<file path="src/rtl/uart_pkg.sv">
// Shared UART definitions: transmitter state encoding and frame constants.
package uart_pkg;

    typedef enum logic [1:0] {
        IDLE  = 2'd0,
        START = 2'd1,
        DATA  = 2'd2,
        STOP  = 2'd3
    } tx_state_t;

    localparam int   DATA_BITS = 8;
    localparam logic START_BIT = 1'b0;
    localparam logic STOP_BIT  = 1'b1;

    // Clock cycles per serial bit.
    function automatic int calc_div(input int clk_freq, input int baud);
        return clk_freq / baud;
    endfunction

endpackage

</file>
<file path="src/rtl/uart_tx_fifo_if.sv">
// Write/status bundle of the buffered UART transmitter.
interface uart_tx_fifo_if;
    import uart_pkg::*;

    logic                 wr_en;
    logic [DATA_BITS-1:0] wr_data;
    logic                 clr_ovf;
    logic                 tx;
    logic                 full;
    logic                 empty;
    logic                 busy;
    logic                 tx_done;
    logic                 overflow;

    modport master (
        output wr_en, wr_data, clr_ovf,
        input  tx, full, empty, busy, tx_done, overflow
    );

    modport slave (
        input  wr_en, wr_data, clr_ovf,
        output tx, full, empty, busy, tx_done, overflow
    );

endinterface

</file>
<file path="src/rtl/sync_fifo.sv">
// Single-clock FIFO; head word is readable in the same cycle it is popped.
module sync_fifo #(
    parameter int WIDTH = 8,
    parameter int DEPTH = 8
) (
    input  logic             sysclk,
    input  logic             reset,
    input  logic             push,
    input  logic             pop,
    input  logic [WIDTH-1:0] din,
    output logic [WIDTH-1:0] dout,
    output logic             full,
    output logic             empty
);
    localparam int AW = $clog2(DEPTH);
    localparam logic [AW:0] FULL_COUNT = (AW + 1)'(DEPTH);

    logic [WIDTH-1:0] mem [DEPTH];
    logic [AW-1:0]    wr_ptr_reg;
    logic [AW-1:0]    rd_ptr_reg;
    logic [AW:0]      count_reg;
    logic             push_ok;
    logic             pop_ok;

    assign full    = (count_reg == FULL_COUNT);
    assign empty   = (count_reg == '0);
    // A push into a full FIFO is dropped even if a pop frees a slot this cycle.
    assign push_ok = push & ~full;
    assign pop_ok  = pop & ~empty;
    assign dout    = mem[rd_ptr_reg];

    always_ff @(posedge sysclk or posedge reset) begin
        if (reset) begin
            wr_ptr_reg <= '0;
            rd_ptr_reg <= '0;
            count_reg  <= '0;
        end else begin
            if (push_ok) wr_ptr_reg <= wr_ptr_reg + 1'b1;
            if (pop_ok)  rd_ptr_reg <= rd_ptr_reg + 1'b1;
            case ({push_ok, pop_ok})
                2'b10:   count_reg <= count_reg + 1'b1;
                2'b01:   count_reg <= count_reg - 1'b1;
                default: count_reg <= count_reg;
            endcase
        end
    end

    always_ff @(posedge sysclk) begin
        if (push_ok) mem[wr_ptr_reg] <= din;
    end

endmodule

</file>
<file path="src/rtl/uart_tx_fifo.sv">
// Buffered 8N1 UART transmitter: byte FIFO feeding a baud-timed frame FSM.
module uart_tx_fifo
    import uart_pkg::*;
#(
    parameter int CLK_FREQ = 100_000_000,
    parameter int BAUD     = 9600,
    parameter int DEPTH    = 8
) (
    input  logic           sysclk,
    input  logic           reset,
    uart_tx_fifo_if.slave  bus
);
    localparam int DIV   = calc_div(CLK_FREQ, BAUD);
    localparam int CNT_W = $clog2(DIV);
    localparam logic [CNT_W-1:0] DIV_LAST = CNT_W'(DIV - 1);
    localparam logic [2:0]       BIT_LAST = 3'(DATA_BITS - 1);

    tx_state_t            state_reg, state_next;
    logic [CNT_W-1:0]     baud_cnt_reg, baud_cnt_next;
    logic [2:0]           bit_idx_reg, bit_idx_next;
    logic [DATA_BITS-1:0] shift_reg, shift_next;
    logic                 tx_reg, tx_next;
    logic                 tx_done_reg, tx_done_next;
    logic                 overflow_reg;

    logic                 fifo_pop;
    logic [DATA_BITS-1:0] fifo_dout;
    logic                 fifo_full;
    logic                 fifo_empty;
    logic                 bit_end;

    sync_fifo #(
        .WIDTH (DATA_BITS),
        .DEPTH (DEPTH)
    ) u_fifo (
        .sysclk (sysclk),
        .reset  (reset),
        .push   (bus.wr_en),
        .pop    (fifo_pop),
        .din    (bus.wr_data),
        .dout   (fifo_dout),
        .full   (fifo_full),
        .empty  (fifo_empty)
    );

    assign bit_end = (baud_cnt_reg == DIV_LAST);

    always_ff @(posedge sysclk or posedge reset) begin
        if (reset) begin
            state_reg    <= IDLE;
            baud_cnt_reg <= '0;
            bit_idx_reg  <= '0;
            shift_reg    <= '0;
            tx_reg       <= STOP_BIT;
            tx_done_reg  <= 1'b0;
        end else begin
            state_reg    <= state_next;
            baud_cnt_reg <= baud_cnt_next;
            bit_idx_reg  <= bit_idx_next;
            shift_reg    <= shift_next;
            tx_reg       <= tx_next;
            tx_done_reg  <= tx_done_next;
        end
    end

    // tx is computed one cycle ahead so the line is always a flop output.
    always_comb begin
        state_next    = state_reg;
        baud_cnt_next = bit_end ? '0 : baud_cnt_reg + 1'b1;
        bit_idx_next  = bit_idx_reg;
        shift_next    = shift_reg;
        tx_next       = tx_reg;
        tx_done_next  = 1'b0;
        fifo_pop      = 1'b0;
        case (state_reg)
            IDLE: begin
                baud_cnt_next = '0;
                bit_idx_next  = '0;
                tx_next       = STOP_BIT;
                if (!fifo_empty) begin
                    fifo_pop   = 1'b1;
                    shift_next = fifo_dout;
                    state_next = START;
                    tx_next    = START_BIT;
                end
            end
            START: begin
                if (bit_end) begin
                    state_next   = DATA;
                    bit_idx_next = '0;
                    tx_next      = shift_reg[0];
                end
            end
            DATA: begin
                if (bit_end) begin
                    if (bit_idx_reg == BIT_LAST) begin
                        state_next = STOP;
                        tx_next    = STOP_BIT;
                    end else begin
                        bit_idx_next = bit_idx_reg + 1'b1;
                        shift_next   = shift_reg >> 1;
                        tx_next      = shift_reg[1];
                    end
                end
            end
            STOP: begin
                if (bit_end) begin
                    tx_done_next = 1'b1;
                    bit_idx_next = '0;
                    if (!fifo_empty) begin
                        fifo_pop   = 1'b1;
                        shift_next = fifo_dout;
                        state_next = START;
                        tx_next    = START_BIT;
                    end else begin
                        state_next = IDLE;
                        tx_next    = STOP_BIT;
                    end
                end
            end
            default: begin
                state_next = IDLE;
                tx_next    = STOP_BIT;
            end
        endcase
    end

    // A dropped push outranks a simultaneous clear.
    always_ff @(posedge sysclk or posedge reset) begin
        if (reset) begin
            overflow_reg <= 1'b0;
        end else if (bus.wr_en && fifo_full) begin
            overflow_reg <= 1'b1;
        end else if (bus.clr_ovf) begin
            overflow_reg <= 1'b0;
        end
    end

    assign bus.tx       = tx_reg;
    assign bus.full     = fifo_full;
    assign bus.empty    = fifo_empty;
    assign bus.busy     = (state_reg != IDLE);
    assign bus.tx_done  = tx_done_reg;
    assign bus.overflow = overflow_reg;

endmodule

</file>
<file path="src/flat_wrapper.sv">
// flat-port wrapper written by rule: the top's interface ports become plain ports
module uart_tx_fifo_flat import uart_pkg::*;
#(
    parameter int CLK_FREQ = 100_000_000,
    parameter int BAUD     = 9600,
    parameter int DEPTH    = 8
)
  (sysclk, reset, bus_wr_en, bus_wr_data, bus_clr_ovf, bus_tx, bus_full, bus_empty, bus_busy, bus_tx_done, bus_overflow);
  uart_tx_fifo_if bus_i ();
  input  logic sysclk;
  input  logic reset;
  input wire logic [$bits(bus_i.wr_en)-1:0] bus_wr_en;
  input wire logic [$bits(bus_i.wr_data)-1:0] bus_wr_data;
  input wire logic [$bits(bus_i.clr_ovf)-1:0] bus_clr_ovf;
  output wire logic [$bits(bus_i.tx)-1:0] bus_tx;
  output wire logic [$bits(bus_i.full)-1:0] bus_full;
  output wire logic [$bits(bus_i.empty)-1:0] bus_empty;
  output wire logic [$bits(bus_i.busy)-1:0] bus_busy;
  output wire logic [$bits(bus_i.tx_done)-1:0] bus_tx_done;
  output wire logic [$bits(bus_i.overflow)-1:0] bus_overflow;
  assign bus_i.wr_en = bus_wr_en;
  assign bus_i.wr_data = bus_wr_data;
  assign bus_i.clr_ovf = bus_clr_ovf;
  assign bus_tx = bus_i.tx;
  assign bus_full = bus_i.full;
  assign bus_empty = bus_i.empty;
  assign bus_busy = bus_i.busy;
  assign bus_tx_done = bus_i.tx_done;
  assign bus_overflow = bus_i.overflow;
  uart_tx_fifo #(.CLK_FREQ(CLK_FREQ), .BAUD(BAUD), .DEPTH(DEPTH)) u_core (.sysclk(sysclk), .reset(reset), .bus(bus_i));
endmodule
</file>
<file path="config.mk">
export PLATFORM = sky130hd
export DESIGN_NAME = uart_tx_fifo_flat
export DESIGN_NICKNAME = d
export VERILOG_FILES = /design/src/rtl/uart_pkg.sv /design/src/rtl/uart_tx_fifo_if.sv /design/src/rtl/sync_fifo.sv /design/src/rtl/uart_tx_fifo.sv /design/src/flat_wrapper.sv
export SDC_FILE = /design/constraint.sdc
export NUM_CORES = 1
export LEC_CHECK = 0
export ABC_AREA = 1
export CORE_MARGIN = 2
export CORE_UTILIZATION = 60
export CTS_CLUSTER_SIZE = 28
export DETAILED_ROUTE_END_ITERATION = 8
export HOLD_SLACK_MARGIN = 0.03
export PLACE_DENSITY = 0.85
export SLEW_MARGIN = 0
export SYNTH_ARGS = -nofsm -noshare
export SYNTH_HDL_FRONTEND = slang
export SYNTH_SLANG_ARGS = --single-unit
</file>
<file path="constraint.sdc">
create_clock -name sysclk -period 2.8 [get_ports sysclk]
set_clock_uncertainty 0.05 [all_clocks]
set_input_delay 0.42 -clock sysclk [delete_from_list [all_inputs] [get_ports sysclk]]
set_output_delay 0.42 -clock sysclk [all_outputs]
set_load 0.02 [all_outputs]
</file>
==> impl_metrics.ini <==
[layout]
drive_above_1_share = 0.100
fill_cells = 566
area_growth_syn_to_layout_pct = 11.0
n_antenna_cell = 0
layout.nets = 561
fin_area_um2 = 5410
largest_register_ffs = 64

[setup_path]
worstSetupPathType = reg2reg
max_stage_delay_ns = 0.40
ff2ff_path_depth = 15
crit_buf_inv = 1
slowest_stage = dfrtp_1
cp.arrival_ns = 2.79
cpMostUsedCell = nand2_1
cp.required_ns = 3.00
r2r_start = u_core.baud_cnt_reg[0]
cp-end-kind = flip-flop
cp_max_fo = 6
path_cells = ha_2, nand3_2, nor2_2, nand3_1, nand2_2, nand2_2, inv_1, ha_4, ha_1, a21oi_1, nand2_1, a21oi_1, o21ai_0, nand2_1, nand2_1
rrSetupSlack_ns = 0.22
startpoint_type = flip-flop
rr_endpoint = u_core.u_fifo.count_reg[3]
crit_family = simple AND/OR/NAND/NOR gates

[timing]
setup_viol = 0
grt_setup_unrepaired = no
slew_headroom = 0.627
worst_pin_slew_ns = 0.559
hold_ws_ns = 0.444
maxSlewViolCount = 0
finalCritPeriodShare = 0.923
fin_crit_ns = 2.58
hold_viol_final = 0
clock.fmax_mhz = 387
fin_tns_setup_ns = 0

[pwr]
leakage_nw = 2.37
p_per_area_nw_per_um2 = 989
sw_frac_of_total = 0.406
power.internal_w = 0.00318
comb_power_share = 0.422
clockPowerShare = 0.177
p_sw_w = 0.00217
power_frac_seq = 0.401
peakVddDrop_mv = 0.663

[drt]
drc = 0
ant_nets = 0
drtPass1Iterations = 4
first_iter_violations = 368
routed_via_density = 5.46
wirelength_um = 9530
wl_per_cell_um = 14.9
num_vias = 3506

[grt]
grt_max_degree = 41
grt_pass1_vias = 3371
grt-ovfl-total = 0
grt_usage = 0.240
grt_pass1_wl_um = 16100
antenna_found_initial = 0

[floorplanning]
die_h_um = 94.1
coreArea_um2 = 7810
rows = 32
die_x_um = 94.1
ios = 18
start_util = 0.625
floorplan.die_area_um2 = 8860

[yosys]
netlist_area_um2 = 4880
ys_async_sr_fraction = 0.385
postSynthRegisterBits = 104
synthCells = 506
synth_ff_type = edfxtp_1
syn_avg_cell_area_um2 = 9.64
yosysWarningCount = 0
syn_nets = 532
ys_seq_area_frac = 0.600
synth_edf_count = 64
yosysUniqueCellTypes = 36

[clock_network]
clk_latency_ns = 0.36
path_clk_slew_ns = 0.10
clock_sinks = 104
clockRootBuffer = clkbuf_8
hold_buffers = 0
cts_made_buffers = 9
cts_tree = done
cts_max_path_buffers = 2
h-tree-depth = 3

[outcome]
status = finished clean

[place]
gp_congestion = 0.866
port_buffers = 17
placed_area_um2 = 5190
hpwlAfterDp_um = 6320

[min_path]
worst_hold_path.endpoint = u_core.bit_idx_reg[2]
worstHoldPathCells = 2
hold_class = reg2reg
holdCritStartpoint = u_core.bit_idx_reg[2]

[run]
drv_cap = 0
-- cell type report --
cell class | count | area [um2] | area share
sequential | 104 | 2920 | 0.540
tap | 102 | 128 | 0.0236
timing repair buffer | 30 | 268 | 0.0495
inverter | 47 | 176 | 0.0326
clock inverter | 6 | 75.1 | 0.0139
clock buffer | 10 | 128 | 0.0236
multi-input combinational | 343 | 1710 | 0.317
-- how the worst max path moves through the flow --
stage	slack, ns	start	to	cells past startpoint
final	0.22	u_core.baud_cnt_reg[0]	u_core.u_fifo.count_reg[3]	15
after global routing	0.0003	u_core.baud_cnt_reg[0]	u_core.u_fifo.count_reg[3]	15
after CTS	0.09	u_core.baud_cnt_reg[0]	u_core.u_fifo.count_reg[3]	15
after detailed placement	0.09	u_core.baud_cnt_reg[0]	u_core.u_fifo.count_reg[3]	15
after global placement	0.31	u_core.baud_cnt_reg[0]	u_core.u_fifo.count_reg[3]	15
after floorplan	0.35	u_core.state_reg[0]	u_core.u_fifo.count_reg[3]	14
-- power groups by stage --
stage / logic, W / clock network [W] / registers (W)
after floorplan: 0.00166 / 0 / 0.00215
after global placement: 0.00210 / 0 / 0.00215
after detailed placement: 0.00222 / 0 / 0.00217
after CTS: 0.00224 / 0.000946 / 0.00214
after global routing: 0.00258 / 0.00101 / 0.00217
final: 0.00226 / 0.000947 / 0.00214
-- repair_timing --
item	in CTS	in global routing
setup endpoints to repair	0	1
buffers inserted	0	1
gates resized for setup	0	3
-- worst reg2reg max path: stages (launching register included) --
cell,delay [ns]
dfrtp_1,0.40
ha_2,0.23
nand3_2,0.14
nor2_2,0.17
nand3_1,0.13
nand2_2,0.13
nand2_2,0.09
inv_1,0.10
ha_4,0.16
ha_1,0.27
a21oi_1,0.16
nand2_1,0.09
a21oi_1,0.15
o21ai_0,0.10
nand2_1,0.07
nand2_1,0.05
-- per-stage QoR --
stage | setup slack, ns | utilization | std cells | power (W)
6_report | 0.216 | 0.693 | 642 | 0.00535
3_5_place_dp | 0.0946 | 0.664 | 625 | 0.00439
5_1_grt | 0.000317 | 0.693 | 642 | 0.00577
4_1_cts | 0.0879 | 0.690 | 641 | 0.00533
2_1_floorplan | 0.352 | - | 506 | 0.00381
3_3_place_gp | 0.306 | 0.664 | 625 | 0.00425
-- cell families (layout without fill, tap and decap cells) --
logic type,count (synthesis),in the layout,share of synthesized area
and+or+nand+nor,300,300,0.268
xor gates and xnor gates,9,9,0.0162
AOI/OAI and AO/OA,20,20,0.0267
DFF,104,104,0.600
buffers and inverters,59,93,0.0521
adders and majority gates,14,14,0.0375
-- cells in the mapped netlist (2+ instances only) --
master / n / area share
nor2_2: 2 / 0.0026
inv_2: 2 / 0.0015
nand2_1: 172 / 0.13
inv_1: 45 / 0.035
buf_4: 5 / 0.0077
edfxtp_1: 64 / 0.39
o21ai_0: 8 / 0.0082
ha_1: 13 / 0.033
nor2_1: 38 / 0.029
nand2_2: 6 / 0.0077
a21oi_1: 7 / 0.0072
nand3b_1: 2 / 0.0031
nand3_1: 61 / 0.063
dfrtp_1: 39 / 0.20
nand3_2: 3 / 0.0062
nor3_2: 3 / 0.0062
nor3_1: 5 / 0.0051
xnor2_1: 3 / 0.0054
buf_2: 5 / 0.0051
or2_2: 2 / 0.0026
xor2_1: 6 / 0.011
-- placed cells by master (no fill, tap or decap), types with 2 or more instances in the layout --
| master | count |
|---|---|
| nand2_1 | 172 |
| edfxtp_1 | 64 |
| nand3_1 | 61 |
| inv_1 | 45 |
| dfrtp_1 | 39 |
| nor2_1 | 38 |
| clkdlybuf4s50_1 | 17 |
| buf_4 | 13 |
| ha_1 | 11 |
| clkbuf_8 | 9 |
| o21ai_0 | 8 |
| a21oi_1 | 7 |
| nand2_2 | 6 |
| xor2_1 | 6 |
| nor3_1 | 5 |
| nand3_2 | 3 |
| xnor2_1 | 3 |
| nor3_2 | 3 |
| or2_2 | 2 |
| nor2_2 | 2 |
| inv_2 | 2 |
| nand3b_1 | 2 |
| clkinv_4 | 2 |
-- metal layers --
metal  track usage  part of all wire  vias up
met2         0.382              0.50      130
met3        0.0305             0.063       20
met1         0.331              0.42     1652
li1              -                 -     1704
met5             0                 0        -
met4         0.112             0.021        0
Note: power is estimated with default switching activity, not from simulation.
